--- config.mk ---
export PLATFORM = sky130hd
export DESIGN_NAME = if_id_buffer
export DESIGN_NICKNAME = d
export VERILOG_FILES = /design/src/rtl/if_id_buffer_pkg.sv /design/src/rtl/if_id_buffer_sat_counter.sv /design/src/rtl/if_id_buffer.sv
export SDC_FILE = /design/constraint.sdc
export NUM_CORES = 1
export LEC_CHECK = 0
export ABC_AREA = 0
export CAP_MARGIN = 20
export CORE_ASPECT_RATIO = 2
export CORE_MARGIN = 2
export CORE_UTILIZATION = 33
export CTS_CLUSTER_DIAMETER = 50
export DETAILED_ROUTE_END_ITERATION = 12
export GPL_TIMING_DRIVEN = 0
export HOLD_SLACK_MARGIN = 0.02
export MAX_ROUTING_LAYER = met4
export RECOVER_POWER = 25
export SLEW_MARGIN = 10
export SYNTH_ARGS = -nofsm -noshare
export SYNTH_HDL_FRONTEND = slang
export SYNTH_SLANG_ARGS = --single-unit
--- constraint.sdc ---
create_clock -name clk -period 1.25 [get_ports clk]
set_input_delay 0.375 -clock clk [delete_from_list [all_inputs] [get_ports clk]]
set_output_delay 0.375 -clock clk [all_outputs]
set_load 0.005 [all_outputs]
--- src/rtl/if_id_buffer_pkg.sv ---
// Shared definitions for the IF/ID stage: FSM states, default widths, bubble word and decode packet.
package pipe_pkg;

    localparam int INSTR_W_DEFAULT = 16;
    localparam int PC_W_DEFAULT    = 32;
    localparam int IMM_BIT_DEFAULT = 15;
    localparam logic [INSTR_W_DEFAULT-1:0] NOP_WORD_DEFAULT = 16'h0000;

    typedef enum logic {
        S_OP  = 1'b0,
        S_IMM = 1'b1
    } state_t;

    typedef struct packed {
        logic [INSTR_W_DEFAULT-1:0] instr;
        logic [INSTR_W_DEFAULT-1:0] imm;
        logic [PC_W_DEFAULT-1:0]    pc;
        logic                       valid;
    } if_id_pkt_t;

endpackage

--- src/rtl/if_id_buffer_sat_counter.sv ---
// Up-counter that sticks at all-ones instead of wrapping.
// Latency: count visible the cycle after inc is sampled.
// Backpressure: none; inc is sampled every cycle, rst clears.
module sat_counter #(
    parameter int W = 16
) (
    input  logic         clk,
    input  logic         rst,
    input  logic         inc,
    output logic [W-1:0] cnt
);

    logic [W-1:0] cnt_q;

    always_ff @(posedge clk) begin
        if (rst) begin
            cnt_q <= '0;
        end else if (inc && (cnt_q != '1)) begin
            cnt_q <= cnt_q + W'(1);
        end
    end

    assign cnt = cnt_q;

endmodule

--- src/rtl/if_id_buffer.sv ---
// IF/ID pipeline register; joins opcode + immediate words into one decode packet.
// Latency: 1 cycle instr_in -> instr_out; two-word instructions emit a bubble while the opcode is held.
// Backpressure: Stall freezes all state and drops pc_write_en; flush beats Stall. Optional stall_cnt under IF_ID_STALL_COUNT_EN.
module if_id_buffer
    import pipe_pkg::*;
#(
    parameter int INSTR_W = INSTR_W_DEFAULT,
    parameter int PC_W    = PC_W_DEFAULT,
    parameter int IMM_BIT = IMM_BIT_DEFAULT,
    parameter logic [INSTR_W-1:0] NOP_WORD = INSTR_W'(NOP_WORD_DEFAULT)
) (
    input  logic               clk,
    input  logic               rst,
    input  logic [INSTR_W-1:0] instr_in,
    input  logic [PC_W-1:0]    pc_in,
    input  logic               valid_in,
    input  logic               Stall,
    input  logic               flush,
    output logic [INSTR_W-1:0] instr_out,
    output logic [INSTR_W-1:0] imm_out,
    output logic [PC_W-1:0]    pc_out,
    output logic               valid_out,
    output logic               pc_write_en,
    output logic               imm_pending
`ifdef IF_ID_STALL_COUNT_EN
    ,
    output logic [15:0]        stall_cnt
`endif
);

    state_t             state_q;
    logic [INSTR_W-1:0] instr_q;
    logic [INSTR_W-1:0] imm_q;
    logic [PC_W-1:0]    pc_q;
    logic               valid_q;
    logic [INSTR_W-1:0] hold_op_q;
    logic [PC_W-1:0]    hold_pc_q;

    always_ff @(posedge clk) begin
        if (rst) begin
            state_q   <= S_OP;
            instr_q   <= NOP_WORD;
            imm_q     <= '0;
            pc_q      <= '0;
            valid_q   <= 1'b0;
            hold_op_q <= '0;
            hold_pc_q <= '0;
        end else if (flush) begin
            // Same as reset except pc_out, which keeps the last issued PC.
            state_q   <= S_OP;
            instr_q   <= NOP_WORD;
            imm_q     <= '0;
            valid_q   <= 1'b0;
            hold_op_q <= '0;
            hold_pc_q <= '0;
        end else if (!Stall) begin
            if (state_q == S_OP) begin
                if (valid_in && !instr_in[IMM_BIT]) begin
                    instr_q <= instr_in;
                    imm_q   <= '0;
                    pc_q    <= pc_in;
                    valid_q <= 1'b1;
                end else begin
                    instr_q <= NOP_WORD;
                    imm_q   <= '0;
                    valid_q <= 1'b0;
                    if (valid_in) begin
                        hold_op_q <= instr_in;
                        hold_pc_q <= pc_in;
                        state_q   <= S_IMM;
                    end
                end
            end else begin
                // The immediate word is data; its top bit carries no meaning here.
                if (valid_in) begin
                    instr_q <= hold_op_q;
                    imm_q   <= instr_in;
                    pc_q    <= hold_pc_q;
                    valid_q <= 1'b1;
                    state_q <= S_OP;
                end else begin
                    instr_q <= NOP_WORD;
                    imm_q   <= '0;
                    valid_q <= 1'b0;
                end
            end
        end
    end

    assign instr_out   = instr_q;
    assign imm_out     = imm_q;
    assign pc_out      = pc_q;
    assign valid_out   = valid_q;
    assign imm_pending = (state_q == S_IMM);
    assign pc_write_en = ~Stall;

`ifdef IF_ID_STALL_COUNT_EN
    sat_counter #(
        .W (16)
    ) u_stall_cnt (
        .clk (clk),
        .rst (rst),
        .inc (Stall),
        .cnt (stall_cnt)
    );
`endif

endmodule

==> flow_summary_export.csv, run 1 <==
group,metric,value,unit
worst_setup_path,crit_type,"reg -> reg",
grt,grt_max_degree,17,
clock_tree,cts_buffer_depth,2,
drt,post_drt_wl_per_cell,17.4,µm
worst_setup_path,critPathMaxFanout,8,
logic_synthesis,synth_nets,546,
drt,wl_met3,615,µm
place,routabilityCongestion,0.796,
grt,grt_pass1_vias,4228,
worst_setup_path,crit_path_cell_trace,"and4bb_2, buf_6, buf_12, nand2_1, a21oi_2",
drt,drt_wl_total,14300,µm
job,max_cap_violations,0,
clock_tree,clk_latency,0.40,ns
timing,hold-worst-slack,0.322,ns
timing,tightest_slew,0.752,ns
timing,timing.final.crit_period,1.30,ns
worst_setup_path,crit_arrival,1.63,ns
clock_tree,cts_hold_buf,0,
cells_and_area,finalInstanceArea,0.00706,mm²
place,placed_area,0.00593,mm²
min_path,hold_path.class,"in -> reg",
cells_and_area,n_antenna_cell,0,
die,die_w,86.9,µm
power_and_ir_drop,p_leak,2.59,nW
timing,period_share,104,%
worst_setup_path,worst_setup_path_start_kind,"register",
min_path,min-delay-start,"rst",
logic_synthesis,syn_area,0.00454,mm²
cells_and_area,nets,707,
clock_tree,h-tree-depth,4,
clock_tree,cts_buffers,17,
worst_setup_path,r2r-start,"imm_pending$_SDFFE_PP0N_",
die,io_pins,120,
timing,fmax,769,MHz
logic_synthesis,synth.area.top_cells,"dfxtp_1 50%, a21oi_1 10%, nand2_1 8.8%, a211oi_2 8.3%, mux2i_1 7.1%",
timing,setup_viol_count_final,24,
cells_and_area,multi_input_area,0.00223,mm²
place,dp_hpwl,10000,µm
die,core,0.0134,mm²
drt,vias,4235,
worst_setup_path,reg2reg_depth,5,
logic_synthesis,yosysSeqAreaShare,50.3,%
cells_and_area,syn_to_final_growth,55.5,%
grt,grt.overflow.total,0,
die,start_util,33.8,%
min_path,holdPathEnd,"pc_out[0]$_SDFFE_PP0P_",
die,die_h,170,µm
clock_tree,cts.clk_slew.worst_paths,0.05,ns
worst_setup_path,critical_path.top_delay_family,"simple AND/OR/NAND/NOR gates",
cells_and_area,final_cell_mix,"106 x nand2_1, 79 x a21oi_1, 65 x dfxtp_2",
power_and_ir_drop,p_per_area,1370,mW/mm²
cells_and_area,final_common_cell,"nand2_1",
power_and_ir_drop,finalPower,0.00968,W
run_status,violations,"setup timing",
timing,max-slew-margin-rel,49.9,%
timing,grt_setup_unrepaired,"true",
worst_setup_path,r2r_end,"hold_pc_q[2]$_SDFFE_PP0P_",
worst_setup_path,cp-end-kind,"register",
place,place.port_buffers,118,
timing,fin_ws,-0.0506,ns
logic_synthesis,ys_types,26,
worst_setup_path,max_stage_delay,0.38,ns
drt,first_pass_iters,4,
clock_tree,cts_num_sinks,114,
drt,drt_iter0_drc,125,
logic_synthesis,synth.avg_cell_area,9.20,µm²
cells_and_area,final_core_util,52.5,%
worst_setup_path,reg2reg_slack,-0.05,ns
worst_setup_path,worst-path-buf-inv,2,
cells_and_area,nFillCells,1240,
power_and_ir_drop,max-vdd-ir-drop,0.980,mV
worst_setup_path,slowest_stage,"dfxtp_4",
drt,via_per_inst,5.16,
clock_tree,cts-root-buf,"clkbuf_16",
timing,drv_slew,0,
worst_setup_path,worstSetupStartpoint,"imm_pending$_SDFFE_PP0N_",
cells_and_area,ff_latch_area,0.00237,mm²
drt,ant_nets,0,
run_status,status,"complete, but fails checks",
timing,tns,-0.430,ns
drt,highest_layer,"met4",
logic_synthesis,synthCells,493,
logic_synthesis,synth_top_area_cell,"dfxtp_1",
timing,hold_viol,0,
grt,grt_pass1_wl,21700,µm
timing,finalClockSkew,0.00939,ns
drt,drc,0,
worst_setup_path,cp.required,1.58,ns
logic_synthesis,synth_top_area_share,50.3,%
drt,wl_met1,5040,µm
grt,gr-usage-all-layers,19.7,%
min_path,holdPathStages,2,
clock_tree,cts_tree,"built",
die,row_count,60,
drt,dr_wl_met2,8150,µm
logic_synthesis,ys.warnings.count,0,
die,dieArea,0.0148,mm²
logic_synthesis,ys_ff_latch,114,
grt,antenna_found_initial,0,
cells_and_area,drive_gt1_share,44.7,%
-- sequential cells by signal, summed over array words and instances (netlist names) --
register,count
hold_op_q,16
imm_pending,1
hold_pc_q,32
instr_out,16
valid_out,1
pc_out,32
imm_out,16
-- cell usage after synthesis (all sizes together) --
library cell / count
nor2: 21
nor2b: 1
buf: 32
and4bb: 1
and3b: 1
and2: 1
inv: 1
nand2b: 2
a211oi: 32
clkbuf: 14
or2: 1
dfxtp: 114
nand4bb: 1
mux2i: 32
nand2: 106
a221oi: 3
a22oi: 30
nor3: 3
nor3b: 1
a21oi: 95
nor4b: 1
-- final cells by class --
| cell class | count | share of cell area [%] |
|---|---|---|
| well taps | 155 | 2.75 |
| clock inverters | 4 | 1.35 |
| inverters | 1 | 0.0887 |
| clock buffers | 26 | 7.36 |
| repair buffers | 146 | 17.7 |
| multi-input cells | 332 | 31.6 |
| plain buffers | 42 | 5.66 |
| flip-flops and latches | 114 | 33.6 |
-- through the flow --
| stage | setup WS, ns | std cells |
|---|---|---|
| final | -0.0506 | 820 |
| after global routing | -0.103 | 820 |
| after CTS | -0.0590 | 808 |
| after global placement | -1.19 | 766 |
| after floorplan | 0.000769 | 493 |
| after detailed placement | -1.21 | 766 |
-- worst reg2reg max path, stage by stage (launching register included) --
cell	delay, ns
dfxtp_4	0.38
and4bb_2	0.36
buf_6	0.14
buf_12	0.12
nand2_1	0.07
a21oi_2	0.16
-- logic make-up (layout without fill, tap and decap cells) --
group | Yosys count | after routing | share of synthesized area (%)
simple gates | 140 | 140 | 12.9
compound gates | 160 | 160 | 24.6
buf+inv | 47 | 219 | 5.16
flops | 114 | 114 | 50.3
mux | 32 | 32 | 7.06
-- what timing repair did --
action	CTS	global route
hold endpoints to repair	0	0
endpoints found under the setup margin	181	110
pin swaps	2	11
buffers inserted	12	11
cloned	1	4
resized for setup	401	81
-- worst max-delay path by stage --
stage,end,slack [ns],depth (start not counted)
5_1_grt,hold_pc_q[24]$_SDFFE_PP0P_,-0.10,5
2_1_floorplan,hold_pc_q[11]$_SDFFE_PP0P_,0.0008,5
4_1_cts,hold_pc_q[17]$_SDFFE_PP0P_,-0.06,5
3_3_place_gp,pc_write_en,-1.19,5
6_report,hold_pc_q[2]$_SDFFE_PP0P_,-0.05,5
3_5_place_dp,pc_write_en,-1.21,5
-- report_power, final --
part	leakage, nW	total [W]	switching (W)	internal [W]
Sequential	0.955	0.00376	0.0000457	0.00371
Combinational	1.33	0.000902	0.000454	0.000448
Clock	0.302	0.00502	0.00159	0.00343
-- layer usage --
layer | global-route usage [%] | vias to the layer above
li1 | - | 2058
met2 | 36.1 | 138
met1 | 19.0 | 2007
met4 | 8.15 | 0
met3 | 5.29 | 32
met5 | - | -
Note: power is estimated with default switching activity, not from simulation.
==> run 2: changes to the inputs <==
==> constraint.sdc (replaced) <==
create_clock -name clk -period 1.4 [get_ports clk]
set_input_delay 0.42 -clock clk [delete_from_list [all_inputs] [get_ports clk]]
set_output_delay 0.42 -clock clk [all_outputs]
set_load 0.005 [all_outputs]
==> flow_summary_export.csv, run 2 (synthesized netlist as in run 1, its figures left out) <==
group,metric,value,unit
clock_tree,cts_buffers,17,
die,dieArea,0.0148,mm²
place,routabilityCongestion,0.834,
run_status,status,"completed",
timing,tns,0,ns
grt,antenna_found_initial,0,
worst_setup_path,crit_type,"in -> out",
grt,grt_max_degree,17,
timing,finalClockSkew,0.00562,ns
timing,hold_viol,0,
drt,ant_nets,0,
clock_tree,h-tree-depth,4,
clock_tree,cts.clk_slew.worst_paths,0.05,ns
drt,first_pass_iters,5,
cells_and_area,final_cell_mix,"106 x nand2_1, 95 x a21oi_1, 81 x dfxtp_1",
timing,period_share,98.3,%
cells_and_area,final_common_cell,"nand2_1",
drt,post_drt_wl_per_cell,16.7,µm
place,place.port_buffers,118,
clock_tree,cts_tree,"built",
cells_and_area,syn_to_final_growth,43.9,%
power_and_ir_drop,max-vdd-ir-drop,0.859,mV
worst_setup_path,worst_setup_path_start_kind,"primary input",
cells_and_area,finalInstanceArea,0.00653,mm²
worst_setup_path,cp.required,0.98,ns
die,core,0.0134,mm²
die,row_count,60,
grt,grt_pass1_wl,20600,µm
drt,drt_wl_total,13300,µm
timing,fmax,726,MHz
drt,drc,0,
cells_and_area,nets,686,
drt,via_per_inst,5.12,
grt,grt.overflow.total,0,
drt,vias,4099,
clock_tree,cts_num_sinks,114,
drt,drt_iter0_drc,131,
grt,grt_pass1_vias,4214,
place,dp.cells,766,
clock_tree,clk_latency,0.41,ns
grt,gr-usage-all-layers,18.8,%
timing,grt_setup_unrepaired,"true",
cells_and_area,drive_gt1_share,28.5,%
job,max_cap_violations,0,
timing,max-slew-margin-rel,50.5,%
die,die_w,86.9,µm
clock_tree,cts_buffer_depth,2,
die,io_pins,120,
place,dp_hpwl,10100,µm
clock_tree,cts-root-buf,"clkbuf_16",
power_and_ir_drop,p_per_area,1310,mW/mm²
timing,setup_viol_count_final,0,
die,die_h,170,µm
cells_and_area,n_antenna_cell,0,
die,start_util,33.8,%
timing,drv_slew,0,
timing,timing.final.crit_period,1.38,ns
min_path,hold_path.class,"in -> reg",
worst_setup_path,cp-end-kind,"output port",
power_and_ir_drop,p_leak,2.30,nW
worst_setup_path,crit_arrival,0.96,ns
worst_setup_path,critPathMaxFanout,10,
place,placed_area,0.00591,mm²
timing,hold-worst-slack,0.382,ns
timing,tightest_slew,0.742,ns
power_and_ir_drop,finalPower,0.00856,W
cells_and_area,fin_cells,800,
run 2: repair_timing:
action,CTS,global route
setup endpoints to repair,180,124
buffers inserted,4,1
pin swaps,1,0
hold buffers,0,0
resized for setup,196,77
run 2: cell type report:
cell class | instances | area (µm²)
Timing Repair Buffer | 123 | 1030
Tap cell | 155 | 194
Buffer | 44 | 318
Inverter | 1 | 3.75
Fill cell | 1256 | 6910
Multi-Input combinational cell | 332 | 2040
Clock inverter | 13 | 184
Sequential cell | 114 | 2330
Clock buffer | 18 | 439
run 2: critical path: stages:
cell	delay (ns)
buf_6	0.12
buf_6	0.12
clkbuf_16	0.15
inv_1	0.04
buf_2	0.10
run 2: layer usage:
layer	vias up	share of wire [%]	global-route usage [%]
li1	2011	-	-
met1	1938	36	16.9
met2	123	57	35.2
met3	27	4.3	5.19
met4	0	3.0	8.36
met5	-	0	-
run 2: through the flow:
stage	worst slack [ns]	util, %
2_1_floorplan	0.0533	-
3_3_place_gp	-1.28	44.0
3_5_place_dp	-1.32	44.0
4_1_cts	0.0000666	49.5
5_1_grt	-0.0156	48.6
6_report	0.0232	48.6
run 2: final timing paths:
kind                                   start                          to  slack, ns  cells past startpoint
hold reg to reg   hold_op_q[11]$_SDFFE_PP0P_  hold_op_q[11]$_SDFFE_PP0P_       0.45                      2
hold / removal                           rst     pc_out[31]$_SDFFE_PP0P_       0.38                      2
setup / recovery                       Stall                 pc_write_en       0.02                      5
setup reg to reg    imm_pending$_SDFFE_PP0N_  hold_pc_q[13]$_SDFFE_PP0P_       0.08                      4
run 2: where the power goes:
group | total [W] | switching (W) | internal [W]
logic | 0.000693 | 0.000369 | 0.000324
registers | 0.00335 | 0.0000367 | 0.00331
clock network | 0.00452 | 0.00151 | 0.00301
==> patch: new RTL, settings of run 2 <==
`INSTR_W_DEFAULT`: 16 -> 20.
--- a/src/rtl/if_id_buffer_pkg.sv
+++ b/src/rtl/if_id_buffer_pkg.sv
@@ -1,7 +1,7 @@
 // Shared definitions for the IF/ID stage: FSM states, default widths, bubble word and decode packet.
 package pipe_pkg;
 
-    localparam int INSTR_W_DEFAULT = 16;
+    localparam int INSTR_W_DEFAULT = 20;
     localparam int PC_W_DEFAULT    = 32;
     localparam int IMM_BIT_DEFAULT = 15;
     localparam logic [INSTR_W_DEFAULT-1:0] NOP_WORD_DEFAULT = 16'h0000;
Ports: changed (resized imm_out, instr_in and instr_out); port bits go from 120 to 132. The function was not compared with the original's and may differ.
==> patch against run 2 <==
- clock power rose by 6.6%
- sequential cell count rose by 12
- sequential power rose by 10%
- power rose by 9.2%
- area after synthesis rose by 12%
- hold slack improved by 0.011 ns
- routed wire length rose by 11%
- cell area rose by 13%
- setup slack improved by 0.0097 ns
- highest routed layer unchanged
==> patch: results (changes against run 2) <==
| Metric | Value |
|---|---|
| Max incr delay on CP | `0.33 ns (was 0.15 ns)` |
| Met1 Use GR | `23.5% (was 16.9%)` |
| Setup Slack @ Placement | `-1.15 ns (was -1.32 ns)` |
| Die extent in x | `91.6 um (was 86.9 um)` |
| Fill cells | `1404 (was 1256)` |
| Clock power share | `51.6% (was 52.8%)` |
| DP HPWL | `9.94 mm (was 10.1 mm)` |
| DRT met1 WL | `6.57 mm (was 4.76 mm)` |
| Multi-input comb cells | `365 (was 332)` |
| R2R Path End | `imm_out[15] (was hold_pc_q[13])` |
| Relative slew slack | `47.6% (was 50.5%)` |
| Post-synth top cells | `dfxtp_1 (126), nand2_1 (110), a21oi_1 (92), nor2_1 (36), mux2i_1 (32) (was dfxtp_1 (114), nand2_1 (106), a21oi_1 (95), mux2i_1 (32))` |
| First-pass GRT wire length | `23.5 mm (was 20.6 mm)` |
| Post-CTS Setup Repair Bufs | `9 (was 4)` |
| Inverters | `2 (was 1)` |
| Number of global-route vias before repair | `4492 (was 4214)` |
| Seq cells | `126 (was 114)` |
| Area occupied by multi-input gates | `2270 um2 (was 2040 um2)` |
| Hold depth | `4 (was 2)` |
| Gpl congestion | `0.774 (was 0.834)` |
| Synthesized Nets | `602 (was 546)` |
| Non-CTS buffers | `195 (was 167)` |
| Status | `finished clean (unchanged)` |
| Hold Path End | `pc_out[0] (was pc_out[31])` |
| Share of cells above drive strength 1 | `29.6% (was 28.5%)` |
| Met3 wire length | `890 um (was 567 um)` |
| Hold Crit Start | `Stall (was rst)` |
| CP delay by family, top | `flip-flops (was buffers and inverters)` |
| Initial antenna violation count | `1 (was 0)` |
| FF-to-FF path depth | `6 (was 4)` |
| Sequential power share | `39.6% (was 39.1%)` |
| Synth top area cells | `dfxtp_1 (50%), a21oi_1 (9.1%), nand2_1 (8.2%) (was dfxtp_1 (50%), a21oi_1 (10%), nand2_1 (8.8%))` |
| Internal | `7.22 mW (was 6.65 mW)` |
| Post-DP Area | `6610 um2 (was 5910 um2)` |
| Setup Skew | `0.00550 ns (was 0.00562 ns)` |
| Wire length on met2 | `7.14 mm (was 7.59 mm)` |
| Area grow syn2layout | `45.9% (was 43.9%)` |
| Final net count | `764 (was 686)` |
| Cell variety after synth | `28 (was 26)` |
| Antenna cell count | `1 (was 0)` |
| Final wirelength | `14.8 mm (was 13.3 mm)` |
## patch: cell count changes after synthesis, moves of 7 or more
cell	before	now
a221oi_1	3	12
buf_1	9	2
buf_6	3	12
dfxtp_1	114	126
nor2_1	21	36
nor3_1	3	12
## patch: cell families after synthesis
group                  share of synthesized area, %
and+or+nand+nor                                14.0
AOI/OAI and AO/OA                              23.3
DFF                                            49.8
buffers and inverters                          6.60
muxes                                          6.32
## patch: stage by stage
stage          std cells  total power, mW
6_report             919             9.35
3_5_place_dp         873             4.58
2_1_floorplan        545             4.15
3_3_place_gp         873             4.57
4_1_cts              914             9.41
5_1_grt              919             9.67
## patch: worst max-delay path by stage
| stage | end | cells after the start |
|---|---|---|
| after floorplan | imm_out[11] | 5 |
| after global placement | pc_write_en | 5 |
| after detailed placement | pc_write_en | 5 |
| after CTS | pc_write_en | 5 |
| after global routing | imm_out[15] | 6 |
| final | instr_out[18] | 1 |
